[src/rtl/mul_rr_sched.sv]
// Round-robin front end for one shared integer multiplier: grants one requester at a time,
// registers its operands and mode, and returns the product with the requester ID.
//
// state | meaning
// ------+----------------------------------------------------------------
// IDLE  | arbitrating; req_ready driven to the round-robin winner, if any
// CALC  | operands and mode pins presented to the multiplier; product captured
// RESP  | response held on rsp_* until the consumer takes it
module mul_rr_sched #(
    parameter int NUM_REQ            = 4,
    parameter int OP_BITWIDTH        = 16,
    parameter int DATA_PATH_BITWIDTH = 16,
    parameter int ID_W               = $clog2(NUM_REQ)
) (
    input  logic                                  clk,
    input  logic                                  rst,
    input  logic [NUM_REQ-1:0]                    req_valid,
    output logic [NUM_REQ-1:0]                    req_ready,
    input  logic [NUM_REQ*DATA_PATH_BITWIDTH-1:0] req_a,
    input  logic [NUM_REQ*DATA_PATH_BITWIDTH-1:0] req_b,
    input  logic [NUM_REQ-1:0]                    req_apx,
    output logic [DATA_PATH_BITWIDTH-1:0]         mul_a,
    output logic [DATA_PATH_BITWIDTH-1:0]         mul_b,
    output logic                                  mul_racc,
    output logic                                  mul_rapx,
    input  logic [DATA_PATH_BITWIDTH-1:0]         mul_d,
    output logic                                  rsp_valid,
    input  logic                                  rsp_ready,
    output logic [DATA_PATH_BITWIDTH-1:0]         rsp_d,
    output logic [ID_W-1:0]                       rsp_id,
    output logic                                  busy
);

    localparam int W = DATA_PATH_BITWIDTH;

    // The modulo wrap of the round-robin search relies on ID_W bits covering NUM_REQ exactly.
    if (NUM_REQ < 2 || (NUM_REQ & (NUM_REQ - 1)) != 0 || (1 << ID_W) != NUM_REQ || OP_BITWIDTH < 1)
    begin : g_bad_params
        $error("mul_rr_sched: NUM_REQ must be a power of two >= 2 with ID_W = log2(NUM_REQ)");
    end

    typedef enum logic [1:0] {
        IDLE = 2'd0,
        CALC = 2'd1,
        RESP = 2'd2
    } state_t;

    state_t          state_q, state_d;
    logic [W-1:0]    mul_a_q, mul_a_d;
    logic [W-1:0]    mul_b_q, mul_b_d;
    logic            mul_racc_q, mul_racc_d;
    logic            mul_rapx_q, mul_rapx_d;
    logic            rsp_valid_q, rsp_valid_d;
    logic [W-1:0]    rsp_d_q, rsp_d_d;
    logic [ID_W-1:0] rsp_id_q, rsp_id_d;
    logic [ID_W-1:0] id_q, id_d;
    logic [ID_W-1:0] last_q, last_d;
    logic            busy_q, busy_d;

    logic [ID_W-1:0] gnt_id;
    logic            gnt_vld;
    logic [ID_W-1:0] scan_idx;
    logic            hs;

    // Scan from farthest to nearest so the requester closest after last_q overwrites the rest.
    always_comb begin
        gnt_id   = '0;
        gnt_vld  = 1'b0;
        scan_idx = '0;
        for (int k = NUM_REQ; k >= 1; k--) begin
            scan_idx = last_q + ID_W'(k);
            if (req_valid[scan_idx]) begin
                gnt_id  = scan_idx;
                gnt_vld = 1'b1;
            end
        end
    end

    // A reset in the same cycle as a request must not let the requester believe it was taken.
    assign hs = (state_q == IDLE) && gnt_vld && !rst;

    always_comb begin
        for (int i = 0; i < NUM_REQ; i++) begin
            req_ready[i] = hs && (gnt_id == ID_W'(i));
        end
    end

    always_comb begin
        state_d     = state_q;
        mul_a_d     = mul_a_q;
        mul_b_d     = mul_b_q;
        mul_racc_d  = mul_racc_q;
        mul_rapx_d  = mul_rapx_q;
        rsp_valid_d = rsp_valid_q;
        rsp_d_d     = rsp_d_q;
        rsp_id_d    = rsp_id_q;
        id_d        = id_q;
        last_d      = last_q;

        unique case (state_q)
            IDLE: begin
                if (hs) begin
                    mul_a_d    = req_a[int'(gnt_id)*W +: W];
                    mul_b_d    = req_b[int'(gnt_id)*W +: W];
                    mul_rapx_d = req_apx[gnt_id];
                    mul_racc_d = ~req_apx[gnt_id];
                    id_d       = gnt_id;
                    last_d     = gnt_id;
                    state_d    = CALC;
                end
            end
            CALC: begin
                rsp_d_d     = mul_d;
                rsp_id_d    = id_q;
                rsp_valid_d = 1'b1;
                state_d     = RESP;
            end
            RESP: begin
                if (rsp_ready) begin
                    rsp_valid_d = 1'b0;
                    mul_racc_d  = 1'b0;
                    mul_rapx_d  = 1'b0;
                    state_d     = IDLE;
                end
            end
            default: begin
                state_d = IDLE;
            end
        endcase

        busy_d = (state_d != IDLE);
    end

    always_ff @(posedge clk) begin
        if (rst) begin
            state_q     <= IDLE;
            mul_a_q     <= '0;
            mul_b_q     <= '0;
            mul_racc_q  <= 1'b0;
            mul_rapx_q  <= 1'b0;
            rsp_valid_q <= 1'b0;
            rsp_d_q     <= '0;
            rsp_id_q    <= '0;
            id_q        <= '0;
            last_q      <= ID_W'(NUM_REQ - 1);
            busy_q      <= 1'b0;
        end else begin
            state_q     <= state_d;
            mul_a_q     <= mul_a_d;
            mul_b_q     <= mul_b_d;
            mul_racc_q  <= mul_racc_d;
            mul_rapx_q  <= mul_rapx_d;
            rsp_valid_q <= rsp_valid_d;
            rsp_d_q     <= rsp_d_d;
            rsp_id_q    <= rsp_id_d;
            id_q        <= id_d;
            last_q      <= last_d;
            busy_q      <= busy_d;
        end
    end

    assign mul_a     = mul_a_q;
    assign mul_b     = mul_b_q;
    assign mul_racc  = mul_racc_q;
    assign mul_rapx  = mul_rapx_q;
    assign rsp_valid = rsp_valid_q;
    assign rsp_d     = rsp_d_q;
    assign rsp_id    = rsp_id_q;
    assign busy      = busy_q;

endmodule

[config.mk]
export PLATFORM = sky130hd
export DESIGN_NAME = mul_rr_sched
export DESIGN_NICKNAME = d
export VERILOG_FILES = /design/src/rtl/mul_rr_sched.sv
export SDC_FILE = /design/constraint.sdc
export NUM_CORES = 1
export LEC_CHECK = 0
export CAP_MARGIN = 25
export CORE_MARGIN = 1.5
export CORE_UTILIZATION = 30
export CTS_CLUSTER_SIZE = 24
export DETAILED_ROUTE_END_ITERATION = 12
export DONT_BUFFER_PORTS = 1
export MAX_ROUTING_LAYER = met4
export PLACE_DENSITY = 0.48
export SETUP_SLACK_MARGIN = 0.05
export SYNTH_ARGS = -nofsm -noshare
export SYNTH_HDL_FRONTEND = slang
export SYNTH_SLANG_ARGS = --single-unit
export TNS_END_PERCENT = 1
[constraint.sdc]
create_clock -name clk -period 3.23 [get_ports clk]
set_input_delay 0.646 -clock clk [delete_from_list [all_inputs] [get_ports clk]]
set_output_delay 0.646 -clock clk [all_outputs]
set_load 0.1 [all_outputs]
==> flow_results.xml <==
<?xml version="1.0" encoding="UTF-8"?>
<metrics>
  <group name="run_status">
    <metric name="run_status" unit="">complete, no violations</metric>
  </group>
  <group name="pwr">
    <metric name="power.leakage" unit="nW">1.404</metric>
    <metric name="power_density" unit="nW/um2">739.3</metric>
    <metric name="power.ir.vdd_worst" unit="V">0.0003261</metric>
    <metric name="post-layout-total-power" unit="mW">2.885</metric>
  </group>
  <group name="global_routing">
    <metric name="grt_overflow" unit="">0</metric>
    <metric name="grt_start_max_net_pins" unit="">59</metric>
    <metric name="grt_antenna_before_repair" unit="">0</metric>
    <metric name="grt_pass1_wl" unit="um">18350</metric>
    <metric name="all_layer_global_routing_usage" unit="%">19.74</metric>
    <metric name="grt_pass1_vias" unit="">3324</metric>
  </group>
  <group name="yosys">
    <metric name="synth_edf_count" unit="">0</metric>
    <metric name="register_bit_total_from_synthesis" unit="">60</metric>
    <metric name="post_synth_most_frequent_cells" unit="">sky130_fd_sc_hd__dfxtp_1, sky130_fd_sc_hd__nand2_1, sky130_fd_sc_hd__nor2_1</metric>
    <metric name="yosysTopAreaCellShare" unit="%">34.66</metric>
    <metric name="synthesis.nets" unit="">573</metric>
    <metric name="ys_warnings" unit="">0</metric>
    <metric name="synth_flop_cell" unit="">sky130_fd_sc_hd__dfxtp_1</metric>
    <metric name="post_synth_num_cell_types" unit="">44</metric>
    <metric name="ys_top_cells_by_area" unit="">sky130_fd_sc_hd__dfxtp_1, sky130_fd_sc_hd__a221oi_2, sky130_fd_sc_hd__a211oi_1</metric>
    <metric name="postSynthAreaPerCell" unit="um2">8.291</metric>
    <metric name="seq_area_frac_synth" unit="%">34.66</metric>
    <metric name="synthMostInstantiatedCell" unit="">sky130_fd_sc_hd__dfxtp_1</metric>
    <metric name="yosys.area.top_type" unit="">sky130_fd_sc_hd__dfxtp_1</metric>
    <metric name="post_synth_inst_count" unit="">418</metric>
    <metric name="async_flop_share" unit="%">0</metric>
    <metric name="synth_area" unit="um2">3466</metric>
  </group>
  <group name="finish">
    <metric name="nFillCells" unit="">1178</metric>
    <metric name="synthesis_to_finish_area_growth" unit="%">12.60</metric>
    <metric name="drive_above_1_share" unit="%">18.18</metric>
    <metric name="layout.cells.non_filler" unit="">550</metric>
    <metric name="fin_nets" unit="">557</metric>
    <metric name="num_antenna_cells" unit="">0</metric>
  </group>
  <group name="timing">
    <metric name="timing.max_slew.rel_slack" unit="%">29.20</metric>
    <metric name="hold_viol" unit="">0</metric>
    <metric name="max_slew.worst_pin.slew" unit="ns">1.061</metric>
    <metric name="fin_tns_setup" unit="ns">0</metric>
    <metric name="rsz0062_at_grt" unit="">no</metric>
    <metric name="final.min_clock_period" unit="ns">2.807</metric>
    <metric name="timing.final.max_slew_violations" unit="">0</metric>
    <metric name="timing.final.crit_share" unit="%">86.89</metric>
    <metric name="setup_viol" unit="">0</metric>
    <metric name="fmax" unit="MHz">356.3</metric>
    <metric name="worst_hold_slack" unit="ns">0.3943</metric>
    <metric name="skew" unit="ns">0.005126</metric>
  </group>
  <group name="floorplan">
    <metric name="initial_standard_cell_utilization_of_the_core" unit="%">30.61</metric>
    <metric name="num_io_pins" unit="">213</metric>
    <metric name="placementRows" unit="">39</metric>
    <metric name="area_of_the_core" unit="um2">11320</metric>
    <metric name="fp.dieW" unit="um">110.5</metric>
    <metric name="die_height" unit="um">110.5</metric>
    <metric name="floorplan.die_area" unit="um2">12210</metric>
  </group>
  <group name="clock_tree">
    <metric name="clkLatencyLatePin" unit="ns">0.32</metric>
    <metric name="tritoncts_clock_tree" unit="">yes</metric>
    <metric name="clockBufferDepth" unit="">2</metric>
    <metric name="clock-root-buffer" unit="">sky130_fd_sc_hd__clkbuf_16</metric>
    <metric name="path_clk_slew" unit="ns">0.05</metric>
    <metric name="cts-hold-fix-buffers" unit="">0</metric>
    <metric name="tritoncts.num_buffers" unit="">9</metric>
    <metric name="post_cts_setup_bufs" unit="">0</metric>
    <metric name="post_cts_resized" unit="">0</metric>
    <metric name="clkSinkCount" unit="">60</metric>
    <metric name="count_of_h_tree_levels_built_during_cts" unit="">3</metric>
  </group>
  <group name="drt">
    <metric name="num_vias" unit="">3254</metric>
    <metric name="detail_route.wl_per_cell" unit="um">21.77</metric>
    <metric name="first_iter_violations" unit="">184</metric>
    <metric name="drtPass1Iterations" unit="">4</metric>
    <metric name="routed_via_density" unit="">5.916</metric>
    <metric name="detail-route-antenna-nets" unit="">0</metric>
    <metric name="drc" unit="">0</metric>
    <metric name="detail_route.wirelength" unit="um">11970</metric>
  </group>
  <group name="worst_hold_path">
    <metric name="min_path_cells" unit="">1</metric>
    <metric name="hold_class" unit="">in -&gt; reg</metric>
  </group>
  <group name="setup_path">
    <metric name="r2r.worst_path.cells" unit="">6</metric>
    <metric name="timing.critical_path.to_type" unit="">primary output</metric>
    <metric name="timing.rr.end" unit="">mul_rapx$_SDFFE_PP0P_</metric>
    <metric name="largest_fanout_on_the_critical_path" unit="">21</metric>
    <metric name="reg_to_reg_critical_path_startpoint" unit="">last_q[1]$_SDFFE_PP1P_</metric>
    <metric name="cp_data_arrival_time" unit="ns">2.16</metric>
    <metric name="worst_setup_path_startpoint" unit="">state_q[1]$_SDFF_PP0_</metric>
    <metric name="r2r_setup_slack" unit="ns">0.84</metric>
    <metric name="critPathKind" unit="">reg -&gt; out</metric>
    <metric name="worstPathRequired" unit="ns">2.58</metric>
    <metric name="critPathCapture" unit="">req_ready[1]</metric>
    <metric name="worstSetupStartpointType" unit="">flop</metric>
  </group>
  <group name="placed_design">
    <metric name="finalWeightedCongestion" unit="">0.7813</metric>
    <metric name="detailedPlacementHpwl" unit="um">8101</metric>
    <metric name="placedCellCount" unit="">534</metric>
    <metric name="buffer_ports.inserted" unit="">0</metric>
  </group>
  <group name="run">
    <metric name="max_cap_violations" unit="">0</metric>
  </group>
</metrics>
[final cells by class]
cell class                      instances  area, um2  area share (%)
Clock buffer                           12      246.5           6.316
Clock inverter                          4      48.80           1.250
Inverter                                3      11.26          0.2886
Multi-Input combinational cell        313       2053           52.61
Sequential cell                        60       1201           30.78
Tap cell                              143      178.9           4.585
Timing Repair Buffer                   15      162.7           4.168
[placed cells by master (no fill, tap or decap), types with 2 or more instances in the layout]
cell                        count
sky130_fd_sc_hd__a211oi_1      32
sky130_fd_sc_hd__a21o_1        32
sky130_fd_sc_hd__a21oi_1       25
sky130_fd_sc_hd__a221oi_1       5
sky130_fd_sc_hd__a221oi_2      27
sky130_fd_sc_hd__a31o_2         2
sky130_fd_sc_hd__a31oi_4        2
sky130_fd_sc_hd__and2_1         2
sky130_fd_sc_hd__buf_12         4
sky130_fd_sc_hd__buf_4         11
sky130_fd_sc_hd__clkbuf_1       2
sky130_fd_sc_hd__clkbuf_16      9
sky130_fd_sc_hd__clkinv_2       2
sky130_fd_sc_hd__dfxtp_1       60
sky130_fd_sc_hd__inv_2          2
sky130_fd_sc_hd__mux2_2         2
sky130_fd_sc_hd__nand2_1       47
sky130_fd_sc_hd__nand2b_1       2
sky130_fd_sc_hd__nand3_1       33
sky130_fd_sc_hd__nor2_1        40
sky130_fd_sc_hd__nor2_2         3
sky130_fd_sc_hd__nor3_1         2
sky130_fd_sc_hd__o21a_1         3
sky130_fd_sc_hd__o21ai_0       33
[cell families after synthesis]
family	Yosys count	synth area share (%)
multiplexers	3	0.9386
flip-flops	60	34.66
buffers and inverters	45	6.390
AND/OR/NAND/NOR	138	17.58
AO/OA/AOI/OAI	172	40.43
[routing by layer]
metal | vias up | GRT usage (%) | wire (um)
met5 | - | - | 0
met4 | 0 | 7.350 | 189
met3 | 14 | 4.720 | 1086
met2 | 198 | 32.92 | 5823
met1 | 1517 | 23.08 | 4871
li1 | 1525 | - | -
[worst min path at each step]
| stage | startpoint | endpoint | slack [ns] |
|---|---|---|---|
| after floorplan | id_q[1]$_SDFFE_PP0P_ | rsp_id[1]$_SDFFE_PP0P_ | 0.43 |
| after global placement | id_q[0]$_SDFFE_PP0P_ | rsp_id[0]$_SDFFE_PP0P_ | 0.43 |
| after detailed placement | id_q[0]$_SDFFE_PP0P_ | rsp_id[0]$_SDFFE_PP0P_ | 0.44 |
| after CTS | rst | rsp_d[4]$_SDFFE_PP0P_ | 0.38 |
| after global routing | rst | rsp_d[4]$_SDFFE_PP0P_ | 0.38 |
| final | rst | rsp_d[1]$_SDFFE_PP0P_ | 0.39 |
[power breakdown]
group	internal, mW	switching, mW	leakage [nW]
Sequential	0.818	0.569	0.494
Combinational	0.205	0.344	0.763
Clock	0.617	0.332	0.147
Total	1.64	1.24	1.40
[through the flow]
step                setup slack [ns]  cell area (um2)  util, %
CTS                           0.3928             3902    34.47
global route                  0.3266             3902    34.47
detailed placement            0.4768             3607    31.86
finish                        0.4235             3902    34.47
floorplan                    -0.3835             3470        -
global placement              0.4925             3607    31.86
[worst max-delay path: stages, from the launching register on]
cell	delay [ns]
sky130_fd_sc_hd__dfxtp_1	0.35
sky130_fd_sc_hd__or4_2	0.72
sky130_fd_sc_hd__inv_2	0.10
sky130_fd_sc_hd__buf_4	0.24
sky130_fd_sc_hd__and3_1	0.24
sky130_fd_sc_hd__buf_12	0.18
[flip-flops by register name, summed over array words and instances, names as in the netlist]
name / count
rsp_d: 16
last_q: 2
mul_rapx: 1
rsp_id: 2
mul_b: 16
mul_a: 16
rsp_valid: 1
id_q: 2
mul_racc: 1
busy: 1
state_q: 2
Note: power is estimated with default switching activity, not from simulation.
